--- src/rtl/axis_hdr_insert_arbiter.sv ---
// Packet-level round-robin arbiter feeding one header-insert datapath.
// Optional stall watchdog enabled by defining HDR_ARB_STALL_WDOG_EN.
module axis_hdr_insert_arbiter #(
    parameter int NUM_SRC      = 4,
    parameter int DATA_WD      = 32,
    parameter int DATA_BYTE_WD = DATA_WD / 8,
    parameter int ID_WD        = $clog2(NUM_SRC),
    parameter int MAX_STALL    = 64
) (
    input  logic                            clk,
    input  logic                            rst_n,
    input  logic [NUM_SRC-1:0]              s_valid_hdr,
    input  logic [NUM_SRC*DATA_WD-1:0]      s_header,
    input  logic [NUM_SRC*DATA_BYTE_WD-1:0] s_keep_hdr,
    output logic [NUM_SRC-1:0]              s_ready_hdr,
    input  logic [NUM_SRC-1:0]              s_valid_in,
    input  logic [NUM_SRC*DATA_WD-1:0]      s_data_in,
    input  logic [NUM_SRC*DATA_BYTE_WD-1:0] s_keep_in,
    input  logic [NUM_SRC-1:0]              s_last_in,
    output logic [NUM_SRC-1:0]              s_ready_in,
    output logic                            m_valid_insert,
    output logic [DATA_WD-1:0]              m_header_insert,
    output logic [DATA_BYTE_WD-1:0]         m_keep_insert,
    input  logic                            m_ready_insert,
    output logic                            m_valid_in,
    output logic [DATA_WD-1:0]              m_data_in,
    output logic [DATA_BYTE_WD-1:0]         m_keep_in,
    output logic                            m_last_in,
    input  logic                            m_ready_in,
    output logic [ID_WD-1:0]                grant_id,
    output logic                            busy,
    output logic                            err_stall
);

    localparam logic [1:0] IDLE = 2'd0;
    localparam logic [1:0] HDR  = 2'd1;
    localparam logic [1:0] DATA = 2'd2;

    logic [1:0]       state;
    logic [ID_WD-1:0] rr_ptr;
    logic [ID_WD-1:0] pick;
    logic [ID_WD-1:0] next_ptr;
    logic             pick_vld;
    logic             hdr_hs;
    logic             dat_hs;
    int               idx;

    // Scan downward so the source closest to rr_ptr wins.
    always_comb begin
        pick     = '0;
        pick_vld = 1'b0;
        idx      = 0;
        for (int k = NUM_SRC - 1; k >= 0; k--) begin
            idx = int'(rr_ptr) + k;
            if (idx >= NUM_SRC) idx = idx - NUM_SRC;
            if (s_valid_hdr[ID_WD'(idx)]) begin
                pick     = ID_WD'(idx);
                pick_vld = 1'b1;
            end
        end
    end

    assign next_ptr = (grant_id == ID_WD'(NUM_SRC - 1)) ? '0 : grant_id + 1'b1;

    assign m_valid_insert = (state == HDR) & s_valid_hdr[grant_id];
    assign m_valid_in     = (state == DATA) & s_valid_in[grant_id];
    assign hdr_hs         = m_valid_insert & m_ready_insert;
    assign dat_hs         = m_valid_in & m_ready_in;
    assign busy           = (state != IDLE);

    always_comb begin
        m_header_insert = '0;
        m_keep_insert   = '0;
        m_data_in       = '0;
        m_keep_in       = '0;
        m_last_in       = 1'b0;
        if (m_valid_insert) begin
            m_header_insert = s_header[int'(grant_id)*DATA_WD +: DATA_WD];
            m_keep_insert   = s_keep_hdr[int'(grant_id)*DATA_BYTE_WD +: DATA_BYTE_WD];
        end
        if (m_valid_in) begin
            m_data_in = s_data_in[int'(grant_id)*DATA_WD +: DATA_WD];
            m_keep_in = s_keep_in[int'(grant_id)*DATA_BYTE_WD +: DATA_BYTE_WD];
            m_last_in = s_last_in[grant_id];
        end
    end

    // Ready depends only on state, grant and downstream ready.
    always_comb begin
        s_ready_hdr = '0;
        s_ready_in  = '0;
        if (state == HDR)  s_ready_hdr[grant_id] = m_ready_insert;
        if (state == DATA) s_ready_in[grant_id]  = m_ready_in;
    end

    always_ff @(posedge clk or negedge rst_n) begin
        if (!rst_n) begin
            state    <= IDLE;
            rr_ptr   <= '0;
            grant_id <= '0;
        end else begin
            case (state)
                IDLE: begin
                    if (pick_vld) begin
                        grant_id <= pick;
                        state    <= HDR;
                    end
                end
                HDR: begin
                    if (hdr_hs) state <= DATA;
                end
                DATA: begin
                    if (dat_hs && m_last_in) begin
                        state  <= IDLE;
                        rr_ptr <= next_ptr;
                    end
                end
                default: state <= IDLE;
            endcase
        end
    end

`ifdef HDR_ARB_STALL_WDOG_EN
    logic [15:0] stall_cnt;
    logic        err_q;
    logic        stall_cyc;

    assign stall_cyc = (state == DATA) & ~s_valid_in[grant_id];
    assign err_stall = err_q;

    always_ff @(posedge clk or negedge rst_n) begin
        if (!rst_n) begin
            stall_cnt <= '0;
            err_q     <= 1'b0;
        end else begin
            if (!stall_cyc) begin
                stall_cnt <= '0;
            end else if (stall_cnt != 16'hFFFF) begin
                stall_cnt <= stall_cnt + 16'd1;
                if (stall_cnt == 16'(MAX_STALL - 1)) err_q <= 1'b1;
            end
        end
    end
`else
    logic unused_wdog;
    assign unused_wdog = (MAX_STALL != 0);
    assign err_stall   = 1'b0;
`endif

endmodule

--- config.mk ---
export PLATFORM = sky130hd
export DESIGN_NAME = axis_hdr_insert_arbiter
export DESIGN_NICKNAME = d
export VERILOG_FILES = /design/src/rtl/axis_hdr_insert_arbiter.sv
export SDC_FILE = /design/constraint.sdc
export NUM_CORES = 1
export LEC_CHECK = 0
export BUFFER_PORTS_ARGS = -buffer_cell sky130_fd_sc_hd__buf_2
export CORE_AREA = 2 2 153 155
export DETAILED_ROUTE_END_ITERATION = 10
export DIE_AREA = 0 0 155 157
export GPL_ROUTABILITY_DRIVEN = 0
export SLEW_MARGIN = 5
export SYNTH_ARGS = -nofsm -noshare
export SYNTH_HDL_FRONTEND = slang
export SYNTH_SLANG_ARGS = --single-unit
--- constraint.sdc ---
create_clock -name clk -period 3.2 [get_ports clk]
set_input_delay 0.32 -clock clk [delete_from_list [all_inputs] [get_ports clk]]
set_output_delay 0.32 -clock clk [all_outputs]
set_load 0.1 [all_outputs]
## Word-level counts from Yosys, hierarchy flattened

Index checks and enable logic that the tools add are counted.
Widths: inputs -> output; s select.

- Bits in registers: 6
- Output and inout bits: 87

- $add $sub $neg: 8
- $lt $le $gt $ge: 10
- Equality and inequality tests: 6
- Shift operators: 4
- Muxes and demuxes: 44
- Bitwise gates (word level): 6
- Reductions and logical operators: 7

Operators by type and width:

| operator | number |
|---|---|
| $shiftx 128x8->32 | 2 |
| $mux 32 | 2 |
| $shiftx 16x5->4 | 2 |
| $mux 2 | 12 |
| $mux 1 | 17 |
| $lt 2x4->1 const B | 4 |
| $mux 4 | 4 |
| $bmux 1 s2 | 7 |
| $ge 3x3->1 const B | 3 |
| $and 4x4->4 | 2 |
| $sub 2x1->2 const B | 4 |
| $add 2x2->3 const B | 2 |
| $pmux 2 s3 | 1 |
| $and 1x1->1 | 4 |
| $eq 2x2->1 const B | 2 |
| $ne 2x2->1 const B | 2 |
| $reduce_and 2->1 | 2 |
| $add 2x1->3 const B | 1 |
| $ge 2x3->1 const B | 1 |
| $lt 2x3->1 const B | 1 |
| $reduce_and 3->1 | 1 |
| $add 2x1->2 const B | 1 |
| $demux 1 s2 | 1 |
| $eq 2x1->1 const B | 1 |
| 5 further kinds | 6 |

## Depth between registers and ports, before layout

Gate-level depths: netlist of run 1.

- Word-level depth: 12
- Mapped depth: 6
- Depth with buffers taken out: 4

## Least setup slack after synthesis of run 1

Ideal clock, no wire load.

- Path type: register to output
- Start: register grant_id[1]
- End: output m_header_insert[0]
- Data arrival time: 3.109 ns
- Required time: 2.880 ns
- Slack: -0.229 ns
- Stages on the path, launching flop included: 5
- Buffers on the path: 2
- Cells stage by stage: dfrtp_1 > buf_2 > buf_2 > mux4_2 > nor2b_1

- Cells in the longest elaborated chain, start to end: 4
- Elaborated cells between the ends (all ways): 5
- Those cells by class: shift: 1; mux: 3; bitwise: 1

Ends and longest elaborated chain:

| what | line | text |
|---|---|---|
| start, declared | 30 | `output logic [ID_WD-1:0] grant_id,` |
| start signal, assigned | 105 | `grant_id <= pick;` |
| parallel branches: the longest is 3 deep, another holds $shiftx 128x8->32 | n/a |  |
| $mux 32 * | 77 | `if (m_valid_insert) begin` |
| end, declared | 22 | `output logic [DATA_WD-1:0] m_header_insert,` |

Mark *: on every way between the ends. The select of a mux whose other input is x is not followed.

## Worst setup path in the final report of run 1

- Start: register grant_id[0]
- End: output m_data_in[29]

- Cells in the longest elaborated chain, start to end: 4
- Elaborated cells between the ends (all ways): 5
- Those cells by class: shift: 1; mux: 3; bitwise: 1

Ends and longest elaborated chain:

| what | line | text |
|---|---|---|
| parallel branches: the longest is 3 deep, another holds $shiftx 128x8->32 | n/a |  |
| $mux 32 * | 81 | `if (m_valid_in) begin` |
| end, declared | 26 | `output logic [DATA_WD-1:0] m_data_in,` |

Marks and branches as above.

==> run metrics, run 1 <==
clock share of power 4.3%; initial DRC count 171; Fmax 383.6 MHz; leading area contributor after synthesis mux4_2; EDFF count, synth 0; min-delay worst type in -> reg; CP Capture Type output pin; Worst-Skew Late Latency 0.22 ns; Critical Path, Cell by Cell mux4_2 > and3_1 > buf_2; num rows 55; internal power 1.665 mW; setup TNS 0 ns; total power 4.657 mW; most frequent cell after synthesis mux4_2; Layout area overhead 86.73%; Post-Syn Nets 536; CP Buf/Inv Count 1; RSZ-0062 raised after global routing false; Clock Path Buffers 2; Slowest cell on crit path mux4_2; synth unique cells 34; Max IR drop VDD 368.7 uV; Finished Cell Area 5318 sq um; power per cell area 875.8 nW/um^2; fin nets 906; routed wire length 13.93 mm; via count 3,755; Multi-input gate area 2442 sq um; Worst Hold Margin 0.3328 ns; status completed; Routed WL per cell 15.81 microns; cell count after synthesis 228; Fill cells 2,449; Post-CTS Setup Inserts 0; layout cells sized above 1 80.37%; Num CTS Buffers 3; global-route wire length before repair 20.18 mm; Flop pwr share 3.4%; die area 24,340 sq um; Avg Inst Size Synth 12.49 sq um; Max-Cap Viols 0; I/O Pins 391; initial antenna violation count 2; Worst EP required 2.88 ns; Die W 155 microns; H-tree levels 1; CTS clock-pin slew for the worst setup and hold paths 0.03 ns; Die Ht 157 microns; vias in the first global route 3,870; CP Launch Type flip-flop; Commonest cells post-synth mux4_2, and3_1, nor2b_1; combinational group share of total power 92.3%; Psw 2.992 mW; DRT Pass-1 Iters 4; core area 22,500 sq um; CTS tree built; Max-slew headroom 53.35%; fin. max-slew vios 0; endpoints failing setup 0; Yosys warnings 0; ranking of synthesized cells by area mux4_2, and3_1, nor2b_1; area post-placement 5233 sq um; worst-margin pin slew 0.6997 ns; crit-path max FO 39; min cycle time layout 2.607 ns; Clock Root Buffer clkbuf_16; critical setup path kind reg -> out; final worst-path cycle share 81.47%; # DRC 0; DRT antenna net count 0; register area 157.7 sq um; initial core utilization 12.65%; Vias/cell 4.262; Final Hold Viols 0; Async SR Flop Fraction 100.0%; Synth Flop Type dfrtp_1; Final Skew 0.0009335 ns; cell family with most CP delay multiplexers; GR Util All Layers 10.46%; Final Non-Filler Cells 881; total grt overflow 0; pre-CTS setup slack 0.8319 ns; placed cells 877; CTS sink count 6; largest net degree at the start of global routing 78; largest stage delay on the critical path 0.82 ns; Yosys reg bits 6; Synth top area share 59.31%; Detailed Place HPWL 12.12 mm; Setup WS post-layout 0.5929 ns; sequential area share after synthesis 5.272%; IO Port Bufs 389; CP arrival 2.29 ns; Sw Ratio 64.25%; post-layout util 23.63%; P_leak 2.725 nW; ANT cells 0; Netlist Area Pre-Place 2848 sq um
## routing by layer
layer / wire, microns / track usage [%]
met1: 5064 / 12.07
met2: 7139 / 19.94
met3: 1490 / 2.340
met4: 206 / 1.764
met5: 27 / 0
## worst reg2reg max path, stage by stage, from the launching register on
cell and delay (ns):
dfrtp_4 0.50, mux4_2 0.82, nand4_2 0.31, mux2_2 0.34
## kinds of logic (layout without fill, tap and decap cells)
kind of cell             count (synthesis)  count (layout)  share of synthesized area, %
AND/OR/NAND/NOR                         96              96                         21.35
buffers and inverters                   34             402                         9.051
other                                    1               1                        0.1317
multiplexers                            77              77                         60.06
adder cells (fa/ha/maj)                  4               4                         1.758
AO/OA/AOI/OAI                           10              10                         2.373
flip-flops                               6               6                         5.272
## cell usage in the layout, fill, tap and decap left out, types with 2 or more instances in the layout
cell type | netlist | layout
mux4_2 | 75 | 75
buf_12 | 3 | 19
a21oi_1 | 3 | 3
buf_2 | 8 | 372
nand2_1 | 5 | 5
inv_1 | 4 | 4
and3_1 | 41 | 41
ha_1 | 4 | 4
nor2b_1 | 37 | 36
dfrtp_1 | 6 | 4
dfrtp_4 | 0 | 2
nor2_1 | 2 | 2
clkbuf_16 | 0 | 3
buf_4 | 5 | 2
and2_1 | 4 | 4
## cell type report
| class | count | area share, % |
|---|---|---|
| flip-flops and latches | 6 | 2.965 |
| inverters | 5 | 0.3529 |
| clock buffers | 3 | 1.412 |
| repair buffers | 394 | 42.64 |
| well taps | 285 | 6.706 |
| multi-input cells | 188 | 45.93 |
## state kept, by name, indices dropped and copies added (netlist names)
name,count
state,2
rr_ptr,2
grant_id,2
## final timing paths
check | from | to | slack (ns) | cells after the start
setup / recovery | grant_id[0]$_DFFE_PN0P_ | m_data_in[29] | 0.59 | 3
hold / removal | m_ready_insert | state[0]$_DFFE_PN0P_ | 0.33 | 2
setup reg to reg | grant_id[0]$_DFFE_PN0P_ | rr_ptr[1]$_DFFE_PN0P_ | 1.11 | 3
hold reg to reg | state[1]$_DFFE_PN0P_ | state[0]$_DFFE_PN0P_ | 0.50 | 1
max in group asynchronous | rst_n | grant_id[1]$_DFFE_PN0P_ | 2.55 | 2
min in group asynchronous | rst_n | rr_ptr[0]$_DFFE_PN0P_ | 0.48 | 2
## timing repair
action                    4_1_cts  5_1_grt
resized for setup               0        0
hold buffers                    1        0
hold endpoints to repair        6        0
## power groups by stage
| stage | Clock, mW | Combinational (mW) | Sequential, mW |
|---|---|---|---|
| floorplan | 0 | 3.41 | 0.208 |
| global placement | 0 | 4.32 | 0.156 |
| detailed placement | 0 | 4.33 | 0.158 |
| CTS | 0.204 | 4.34 | 0.157 |
| global route | 0.209 | 4.50 | 0.165 |
| finish | 0.201 | 4.30 | 0.158 |
(Power assumes the default switching activity.)
==> inputs of run 2 (changes only) <==
--- a/config.mk
+++ b/config.mk
@@ -6,9 +6,9 @@
 export NUM_CORES = 1
 export LEC_CHECK = 0
 export BUFFER_PORTS_ARGS = -buffer_cell sky130_fd_sc_hd__buf_2
-export CORE_AREA = 2 2 153 155
+export CORE_AREA = 2 2 150 152
 export DETAILED_ROUTE_END_ITERATION = 10
-export DIE_AREA = 0 0 155 157
+export DIE_AREA = 0 0 152 154
 export GPL_ROUTABILITY_DRIVEN = 0
 export SLEW_MARGIN = 5
 export SYNTH_ARGS = -nofsm -noshare
==> constraint.sdc (replaced) <==
create_clock -name clk -period 2.66 [get_ports clk]
set_input_delay 0.266 -clock clk [delete_from_list [all_inputs] [get_ports clk]]
set_output_delay 0.266 -clock clk [all_outputs]
set_load 0.1 [all_outputs]
==> run metrics, run 2 (synthesized netlist as in run 1, its figures left out) <==
CTS sink count 6; layout cells sized above 1 86.48%; GR Util All Layers 12.89%; Die Ht 154 microns; Post-CTS Setup Inserts 0; Fmax 405.3 MHz; Max-Cap Viols 0; largest stage delay on the critical path 0.58 ns; critical setup path kind reg -> out; vias in the first global route 4,032; Die W 152 microns; Vias/cell 4.271; setup TNS 0 ns; endpoints failing setup 0; fin nets 909; pre-CTS setup slack 0.4218 ns; CP arrival 2.20 ns; crit-path max FO 39; initial DRC count 139; Slowest cell on crit path dfrtp_4; via count 3,754; num rows 54; Clock Root Buffer clkbuf_16; Max IR drop VDD 536.3 uV; H-tree levels 1; Routed WL per cell 18.33 microns; IO Port Bufs 389; power per cell area 1092 nW/um^2; Worst EP required 2.39 ns; core area 21,690 sq um; routed wire length 16.12 mm; CP Launch Type flip-flop; RSZ-0062 raised after global routing false; most frequent cells in the layout buf_2, mux4_2, buf_12; CTS clock-pin slew for the worst setup and hold paths 0.03 ns; die area 23,410 sq um; Largest regs grant_id: 2 flops, rr_ptr: 2 flops, state: 2 flops; CTS resizes 0; Detailed Place HPWL 14.47 mm; Final Skew 0.0005181 ns; Num CTS Buffers 3; Fill cells 2,281; final worst-path cycle share 92.75%; Flop pwr share 3.6%; DRT antenna net count 0; # DRC 0; initial core utilization 13.13%; Worst Hold Margin 0.2634 ns; total power 6.327 mW; largest net degree at the start of global routing 45; Finished Cell Area 5794 sq um; most common cell after layout, fill and taps aside buf_2; CTS tree built; Sw Ratio 59.76%; Psw 3.781 mW; Setup WS post-layout 0.1928 ns; fin. max-slew vios 0; global-route wire length before repair 23.29 mm; clock share of power 3.8%; total grt overflow 0; min-delay worst type in -> reg; CP Capture Type output pin; cts hold-fix bufs 1; ANT cells 0; area post-placement 5709 sq um; Final Hold Viols 0; DRT Pass-1 Iters 4; combinational group share of total power 92.5%; status completed; Worst-Skew Late Latency 0.23 ns; initial antenna violation count 1; Layout area overhead 103.5%; P_leak 2.859 nW; min cycle time layout 2.467 ns; Clock Path Buffers 2; internal power 2.546 mW; I/O Pins 391; Critical Path, Cell by Cell mux4_2 > buf_4 > and3_1 > buf_2
-- run 2: changes by cell type in the layout (fill, tap and decap cells not counted), sizes merged --
cell and change:
buf +3
-- run 2: final cells by class --
type	count	area, sq um	area share, %
Timing Repair Buffer	397	2660	45.91
Sequential cell	6	157.7	2.721
Tap cell	280	350.3	6.046
Clock buffer	3	75.07	1.296
Inverter	5	18.77	0.3239
Multi-Input combinational cell	188	2532	43.71
-- run 2: power groups by stage --
stage / sequential [mW] / combinational [mW] / clock [mW]
finish: 0.229 / 5.85 / 0.242
global route: 0.244 / 6.09 / 0.251
global placement: 0.231 / 5.88 / 0
detailed placement: 0.234 / 5.92 / 0
floorplan: 0.253 / 4.23 / 0
CTS: 0.233 / 5.93 / 0.244
-- run 2: final timing paths --
kind | from | end | slack, ns | cells past startpoint
worst max-delay path | grant_id[0]$_DFFE_PN0P_ | m_data_in[23] | 0.19 | 4
worst min-delay path | m_ready_insert | state[0]$_DFFE_PN0P_ | 0.26 | 2
worst max register to register | grant_id[0]$_DFFE_PN0P_ | rr_ptr[1]$_DFFE_PN0P_ | 0.64 | 4
worst min register to register | state[1]$_DFFE_PN0P_ | state[0]$_DFFE_PN0P_ | 0.50 | 1
max in group asynchronous | rst_n | grant_id[0]$_DFFE_PN0P_ | 2.09 | 2
min in group asynchronous | rst_n | rr_ptr[1]$_DFFE_PN0P_ | 0.40 | 2
-- run 2: per-stage QoR --
stage               util (%)  instances
floorplan                  -        228
global placement       26.32        875
detailed placement     26.32        875
CTS                    26.72        879
global route           26.72        879
finish                 26.72        879
-- run 2: metal layers --
metal  wire length (microns)  track usage [%]  vias to the layer above
li1                        -                -                     1688
met1                    5732            13.92                     1792
met2                    8917            25.93                      258
met3                    1186            2.480                       14
met4                     266            2.448                        2
met5                      13                0                        -
-- run 2: critical path, delay by kind of cell (launching register included) --
kind                   cells  cell delay [ns]
flip-flops                 1             0.58
buffers and inverters      2             0.74
AND/OR/NAND/NOR            1             0.24
multiplexers               1             0.37
